$ cat src/rtl/wb_ram_arb_pkg.sv
`timescale 1ns/1ps
`default_nettype none
// ============================================================================
//  Module      : wb_ram_arb_pkg
//  Description : Shared types, encodings and defaults for the two-master
//                Wishbone RAM arbiter (state enum, master encoding, grant
//                selection helper).
//  Revision    : 1.0 - initial release
// ============================================================================
package wb_ram_arb_pkg;

    // Arbiter FSM states: bus idle, or owned by master 0 / master 1.
    typedef enum logic [1:0] {
        IDLE = 2'd0,
        GNT0 = 2'd1,
        GNT1 = 2'd2
    } state_t;

    // Identity of the most recently granted master.
    typedef enum logic {
        M0 = 1'b0,
        M1 = 1'b1
    } master_t;

    localparam int unsigned TIMEOUT_DEFAULT = 255;
    localparam int unsigned WAIT_W          = 16;

    // Grant decision from an idle bus: a lone requester wins, a tie goes to
    // the master that was not granted most recently.
    function automatic state_t pick_grant(input logic    req0,
                                          input logic    req1,
                                          input master_t last);
        state_t g;
        g = IDLE;
        if (req0 && req1) begin
            g = (last == M0) ? GNT1 : GNT0;
        end else if (req0) begin
            g = GNT0;
        end else if (req1) begin
            g = GNT1;
        end
        return g;
    endfunction

endpackage
`default_nettype wire

$ cat src/rtl/wb_arb_timeout.sv
`timescale 1ns/1ps
`default_nettype none
// ============================================================================
//  Module      : wb_arb_timeout
//  Description : 16-bit wait counter for a granted strobe. Counts while
//                enable is high, clears (with priority) on clear, and flags
//                expired while the count equals TIMEOUT.
//  Ports       : clk     - clock
//                rst_n   - asynchronous active-low reset
//                enable  - strobe outstanding without ack this cycle
//                clear   - ack seen or grant changing
//                expired - count has reached TIMEOUT
//  Revision    : 1.0 - initial release
// ============================================================================
module wb_arb_timeout
    import wb_ram_arb_pkg::*;
#(
    parameter int unsigned TIMEOUT = TIMEOUT_DEFAULT
) (
    input  logic clk,
    input  logic rst_n,
    input  logic enable,
    input  logic clear,
    output logic expired
);

    localparam logic [WAIT_W-1:0] LIMIT = WAIT_W'(TIMEOUT);

    logic [WAIT_W-1:0] count;

    // The owner is forced off the bus in the cycle the limit is reached,
    // which also clears the counter, so it never runs past LIMIT.
    always_ff @(posedge clk or negedge rst_n) begin
        if (!rst_n) begin
            count <= '0;
        end else if (clear) begin
            count <= '0;
        end else if (enable) begin
            count <= count + 1'b1;
        end
    end

    assign expired = (count == LIMIT);

endmodule
`default_nettype wire

$ cat src/rtl/wb_ram_arbiter.sv
`timescale 1ns/1ps
`default_nettype none
// ============================================================================
//  Module      : wb_ram_arbiter
//  Description : Round-robin arbiter sharing one single-cycle-ack Wishbone
//                RAM between an instruction-fetch master (m0) and a
//                load/store master (m1). The owner keeps the bus while it
//                holds cyc; a stalled strobe is aborted with err after
//                TIMEOUT wait cycles.
//  Ports       : wb_clk_i, wb_rst_n_i        - clock, async active-low reset
//                m0_*_i / m0_*_o             - master 0 request / response
//                m1_*_i / m1_*_o             - master 1 request / response
//                s_*_o / s_dat_i, s_ack_i    - shared RAM request / response
//  Revision    : 1.0 - initial release
// ============================================================================
module wb_ram_arbiter
    import wb_ram_arb_pkg::*;
#(
    parameter int unsigned TIMEOUT = TIMEOUT_DEFAULT
) (
    input  logic        wb_clk_i,
    input  logic        wb_rst_n_i,
    // master 0
    input  logic        m0_cyc_i,
    input  logic        m0_stb_i,
    input  logic        m0_we_i,
    input  logic [3:0]  m0_sel_i,
    input  logic [31:0] m0_adr_i,
    input  logic [31:0] m0_dat_i,
    output logic [31:0] m0_dat_o,
    output logic        m0_ack_o,
    output logic        m0_err_o,
    // master 1
    input  logic        m1_cyc_i,
    input  logic        m1_stb_i,
    input  logic        m1_we_i,
    input  logic [3:0]  m1_sel_i,
    input  logic [31:0] m1_adr_i,
    input  logic [31:0] m1_dat_i,
    output logic [31:0] m1_dat_o,
    output logic        m1_ack_o,
    output logic        m1_err_o,
    // shared RAM
    output logic        s_cyc_o,
    output logic        s_stb_o,
    output logic        s_we_o,
    output logic [3:0]  s_sel_o,
    output logic [31:0] s_adr_o,
    output logic [31:0] s_dat_o,
    input  logic [31:0] s_dat_i,
    input  logic        s_ack_i
);

    state_t  state, state_next;
    master_t last, last_next;

    logic req0, req1;
    logic own_stb;
    logic expired;
    logic timeout_hit;
    logic wait_en;
    logic wait_clr;

    assign req0 = m0_cyc_i & m0_stb_i;
    assign req1 = m1_cyc_i & m1_stb_i;

    // Strobe of the current owner before any timeout masking.
    assign own_stb = ((state == GNT0) & m0_stb_i) | ((state == GNT1) & m1_stb_i);

    // An ack in the expiry cycle wins, so the abort requires ack low.
    assign timeout_hit = own_stb & ~s_ack_i & expired;
    assign wait_en     = own_stb & ~s_ack_i;
    assign wait_clr    = s_ack_i | (state_next != state);

    // Read data is broadcast; only the ack is steered.
    assign m0_dat_o = s_dat_i;
    assign m1_dat_o = s_dat_i;

    always_ff @(posedge wb_clk_i or negedge wb_rst_n_i) begin
        if (!wb_rst_n_i) begin
            state <= IDLE;
            last  <= M1;
        end else begin
            state <= state_next;
            last  <= last_next;
        end
    end

    always_comb begin
        state_next = state;
        last_next  = last;
        s_cyc_o    = 1'b0;
        s_stb_o    = 1'b0;
        s_we_o     = 1'b0;
        s_sel_o    = 4'b0000;
        s_adr_o    = 32'h0;
        s_dat_o    = 32'h0;
        m0_ack_o   = 1'b0;
        m0_err_o   = 1'b0;
        m1_ack_o   = 1'b0;
        m1_err_o   = 1'b0;

        case (state)
            IDLE: begin
                state_next = pick_grant(req0, req1, last);
            end
            GNT0: begin
                s_cyc_o  = m0_cyc_i & ~timeout_hit;
                s_stb_o  = m0_stb_i & ~timeout_hit;
                s_we_o   = m0_we_i;
                s_sel_o  = m0_sel_i;
                s_adr_o  = m0_adr_i;
                s_dat_o  = m0_dat_i;
                m0_ack_o = s_ack_i;
                m0_err_o = timeout_hit;
                if (timeout_hit) begin
                    state_next = IDLE;
                end else if (!m0_cyc_i) begin
                    // Owner released the lock: re-arbitrate in this same
                    // cycle so a waiting master is handed the bus directly.
                    state_next = pick_grant(req0, req1, last);
                end
            end
            GNT1: begin
                s_cyc_o  = m1_cyc_i & ~timeout_hit;
                s_stb_o  = m1_stb_i & ~timeout_hit;
                s_we_o   = m1_we_i;
                s_sel_o  = m1_sel_i;
                s_adr_o  = m1_adr_i;
                s_dat_o  = m1_dat_i;
                m1_ack_o = s_ack_i;
                m1_err_o = timeout_hit;
                if (timeout_hit) begin
                    state_next = IDLE;
                end else if (!m1_cyc_i) begin
                    state_next = pick_grant(req0, req1, last);
                end
            end
            default: begin
                state_next = IDLE;
            end
        endcase

        // last tracks every new grant; on a timeout it already names the
        // aborted owner, which hands the next tie to the other master.
        if (state_next == GNT0) begin
            last_next = M0;
        end else if (state_next == GNT1) begin
            last_next = M1;
        end
    end

    wb_arb_timeout #(
        .TIMEOUT (TIMEOUT)
    ) u_timeout (
        .clk     (wb_clk_i),
        .rst_n   (wb_rst_n_i),
        .enable  (wait_en),
        .clear   (wait_clr),
        .expired (expired)
    );

endmodule
`default_nettype wire

$ cat config.mk
export PLATFORM = sky130hd
export DESIGN_NAME = wb_ram_arbiter
export DESIGN_NICKNAME = d
export VERILOG_FILES = /design/src/rtl/wb_ram_arb_pkg.sv /design/src/rtl/wb_arb_timeout.sv /design/src/rtl/wb_ram_arbiter.sv
export SDC_FILE = /design/constraint.sdc
export NUM_CORES = 1
export LEC_CHECK = 0
export CAP_MARGIN = 0
export CORE_AREA = 2 2 121 123
export DETAILED_ROUTE_END_ITERATION = 10
export DIE_AREA = 0 0 123 125
export GPL_TIMING_DRIVEN = 0
export PLACE_DENSITY_LB_ADDON = 0.12
export SYNTH_ARGS = -nofsm -noshare
export SYNTH_HDL_FRONTEND = slang
export SYNTH_SLANG_ARGS = --single-unit
export TNS_END_PERCENT = 1
$ cat constraint.sdc
create_clock -name wb_clk_i -period 3.6 [get_ports wb_clk_i]
set_input_delay 1.08 -clock wb_clk_i [delete_from_list [all_inputs] [get_ports wb_clk_i]]
set_output_delay 1.08 -clock wb_clk_i [all_outputs]
set_load 0.01 [all_outputs]
==> results.md <==
| Metric | This run |
| --- | --- |
| Share of the clock period used by the worst path | 1.02 |
| Vias | 3759 |
| Areal power density over the cells | 302 mW/mm^2 |
| Number of flops mapped to enable cells by yosys | 0 |
| Count of buffer and inverter cells on the critical path | 2 |
| Register-to-register setup slack | 1.12 ns |
| Placed Cells incl. Taps | 831 |
| Count of cells along the worst register-to-register path | 9 |
| Cell area after layout | 0.00622 mm^2 |
| RR Startpoint | state[0]$_DFF_PN0_ |
| Final cell count without fillers | 837 |
| Critical path's slowest cell | sky130_fd_sc_hd__or4_4 |
| Fin worst setup slack | -0.0655 ns |
| Leakage power | 2.40 nW |
| Synthesis-to-finish area growth | 109% |
| Synth Area per Inst | 8.17 um^2 |
| Gate Count Post-Synth | 364 |
| Arrival @ worst endpoint | 2.59 ns |
| Antenna violations before repair | 0 |
| Flip-flop and latch count after synthesis | 19 |
| Cell row count | 44 |
| Number of inserted diodes | 0 |
| Worst path cell trace | buf_2 -> nand3b_1 -> or2_4 -> or4_4 -> nand2_4 -> nor2_1 -> clkdlybuf4s15_1 |
| Clock period minus final worst setup slack | 3.67 ns |
| Final hold vios | 0 |
| DPL Wire Length | 14.2 mm |
| Global-route wire length before repair | 23.8 mm |
| Setup total negative slack | -0.0655 ns |
| Total routing usage reported by global routing | 0.203 |
| Critical Path Sink Type | output pin |
| Via count of the first global-routing pass | 3748 |
| Status | finished with violations |
| Req. time, crit path | 2.52 ns |
| Cell types with the highest counts after synthesis | 69 x sky130_fd_sc_hd__a22oi_1, 69 x sky130_fd_sc_hd__nor2b_1, 65 x sky130_fd_sc_hd__buf_4, 22 x sky130_fd_sc_hd__clkbuf_1, 18 x sky130_fd_sc_hd__dfrtp_1 |
| Cell area after synthesis | 0.00298 mm^2 |
| # Max-Cap Violations | 0 |
| Starting DRT DRC Count | 142 |
| Startpoint class of the critical path | primary input |
| Sum of routed wire length over all layers | 16.7 mm |
| Number of buffers inserted by hold repair at cts | 0 |
| Dominant cell type by area after synthesis | sky130_fd_sc_hd__a22oi_1 |
| Fraction of layout instances using a drive strength above 1 | 0.210 |
| Worst-path clk slew | 0.05 ns |
| Syn nets | 547 |
| Remaining antenna violation count | 0 |
| Worst clock skew | 0.00230 ns |
| Yosys warnings | 0 |
| Worst-margin pin slew | 0.874 ns |
| Ranking of synthesized cells by area | sky130_fd_sc_hd__a22oi_1 17%, sky130_fd_sc_hd__buf_4 16%, sky130_fd_sc_hd__dfrtp_1 15% |
| Levels on crit path | 7 |
| Post-DR vias/cell | 4.49 |
| H-tree level count | 1 |
| Vertical extent of the die | 125 um |
| Number of endpoints failing setup at the final stage | 1 |
| Die Footprint | 0.0154 mm^2 |
| Worst-path maximum fanout | 8 |
| Count of distinct cell types in the synthesized netlist | 54 |
| Area post-placement | 0.00604 mm^2 |
| CP Launch Point | s_ack_i |
| Total Power | 0.00188 W |
| Number of sinks on the clock net | 19 |
| Type of the most critical hold path | reg2reg |
| Failing checks | negative setup slack |
| Initial core utilization | 0.209 |
| Worst hold margin | 0.488 ns |
| 1st-pass router iterations | 4 |
| Final layout net count | 837 |
| Top-Level Pins | 316 |
| Critical path's top delay family | simple AND/OR/NAND/NOR gates |
| Fraction of registers with async set or reset after synthesis | 1.00 |
| Clock latency on the worst-skew pair | 0.25 ns |
| Post-synth top flop | sky130_fd_sc_hd__dfrtp_1 |
| Endpoint of the most critical register-to-register path | last$_DFFE_PN1P_ |
| Top achievable clock speed | 273 MHz |
| TritonCTS buffer count | 3 |
| Area share of the largest cell type after synthesis | 0.174 |
| Pin count of the biggest net entering global routing | 20 |
| Largest buffer count on any clock path | 2 |
| Share of synthesized area occupied by flip-flops and latches | 0.160 |
| Critical path type | in2out |
| Port Buf Inserts | 283 |
| Worst IR Drop VDD | 194 uV |
| Total congestion overflow | 0 |
| DR DRC count | 0 |
| Unrepaired setup endpoints after global routing | true |
| Final count of pins violating max slew | 0 |
| Master cell of the clock root buffer | sky130_fd_sc_hd__clkbuf_16 |
| Core region area | 0.0142 mm^2 |
| Last weighted congestion value of the routability-driven placer | 0.848 |
| TritonCTS clock tree | yes |
| Chip Width | 123 um |
| Endpoint of the worst setup timing path | s_stb_o |
| Avg WL per Cell | 20.0 um |
| Tightest slew margin relative to the limit | 0.416 |
| Delay of the slowest cell on the worst path | 0.52 ns |
[worst min-delay path by stage]
stage,from,endpoint,slack [ns],depth (start not counted)
floorplan,last$_DFFE_PN1P_,last$_DFFE_PN1P_,0.46,2
global placement,last$_DFFE_PN1P_,last$_DFFE_PN1P_,0.49,2
detailed placement,last$_DFFE_PN1P_,last$_DFFE_PN1P_,0.48,2
CTS,last$_DFFE_PN1P_,last$_DFFE_PN1P_,0.49,2
global route,last$_DFFE_PN1P_,last$_DFFE_PN1P_,0.52,2
finish,last$_DFFE_PN1P_,last$_DFFE_PN1P_,0.49,2
[cell families after synthesis]
kind of cell,synth area share
and+or+nand+nor,0.339
buffers and inverters,0.203
xor gates and xnor gates,0.0442
muxes,0.0101
AOI/OAI and AO/OA,0.218
DFF,0.160
adders and majority gates,0.0252
[state kept, by name, summed over array words and instances (netlist names)]
signal and cells:
last 1, state 2, u_timeout.count 16
[worst min-delay path, stage by stage, from the launching register on]
cell	delay [ns]
sky130_fd_sc_hd__dfstp_2	0.37
sky130_fd_sc_hd__nand2_1	0.04
sky130_fd_sc_hd__o21ai_0	0.07
[where the power goes]
part	switching, W	internal (W)	total [W]
clock	0.0000761	0.000151	0.000227
combinational	0.000656	0.000750	0.00141
sequential	0.0000165	0.000230	0.000247
total	0.000748	0.00113	0.00188
[repair_timing]
action,4_1_cts,5_1_grt
resized for setup,59,25
cloned,0,0
buffers inserted,2,0
setup endpoints to repair,75,59
pin swaps,2,1
[metrics by stage]
stage / setup slack (ns) / util
after floorplan: 0.399 / -
after global placement: -0.998 / 0.425
after detailed placement: -1.02 / 0.425
after CTS: -0.144 / 0.436
after global routing: -0.114 / 0.438
final: -0.0655 / 0.438
[cell type report]
type,instances,area [um^2]
repair buffers,285,2830
well taps,184,230
plain buffers,90,652
inverters,2,10.0
flip-flops and latches,19,478
fillers,1437,7980
multi-input cells,253,1940
clock buffers,4,78.8
[per-layer routing]
metal / wire [um] / track usage
met5: 0 / 0
met4: 231 / 0.0354
met3: 1710 / 0.0602
met2: 7600 / 0.329
met1: 7200 / 0.271
[placed cells by master, fill, tap and decap left out, types with 2 or more instances in the layout]
cell type / n
sky130_fd_sc_hd__ha_1: 4
sky130_fd_sc_hd__and2_1: 4
sky130_fd_sc_hd__nand3b_1: 3
sky130_fd_sc_hd__buf_4: 68
sky130_fd_sc_hd__nor3_1: 8
sky130_fd_sc_hd__or4_4: 2
sky130_fd_sc_hd__nand2_1: 7
sky130_fd_sc_hd__nand4_1: 5
sky130_fd_sc_hd__xor2_1: 9
sky130_fd_sc_hd__clkbuf_16: 3
sky130_fd_sc_hd__clkbuf_2: 8
sky130_fd_sc_hd__nand3_1: 7
sky130_fd_sc_hd__xnor2_1: 6
sky130_fd_sc_hd__clkdlybuf4s50_1: 269
sky130_fd_sc_hd__nor2b_2: 8
sky130_fd_sc_hd__a21oi_1: 2
sky130_fd_sc_hd__dlygate4sd2_1: 5
sky130_fd_sc_hd__nor4_4: 3
sky130_fd_sc_hd__dlymetal6s2s_1: 4
sky130_fd_sc_hd__a22oi_1: 69
sky130_fd_sc_hd__dfrtp_1: 17
sky130_fd_sc_hd__and3_1: 4
sky130_fd_sc_hd__buf_2: 8
sky130_fd_sc_hd__clkbuf_4: 8
sky130_fd_sc_hd__mux2i_1: 3
sky130_fd_sc_hd__nor2b_1: 61
sky130_fd_sc_hd__clkbuf_1: 2
sky130_fd_sc_hd__nor2_1: 6
sky130_fd_sc_hd__nor3_2: 10
sky130_fd_sc_hd__ha_2: 2
No activity file was read; power rests on OpenSTA's default activity.
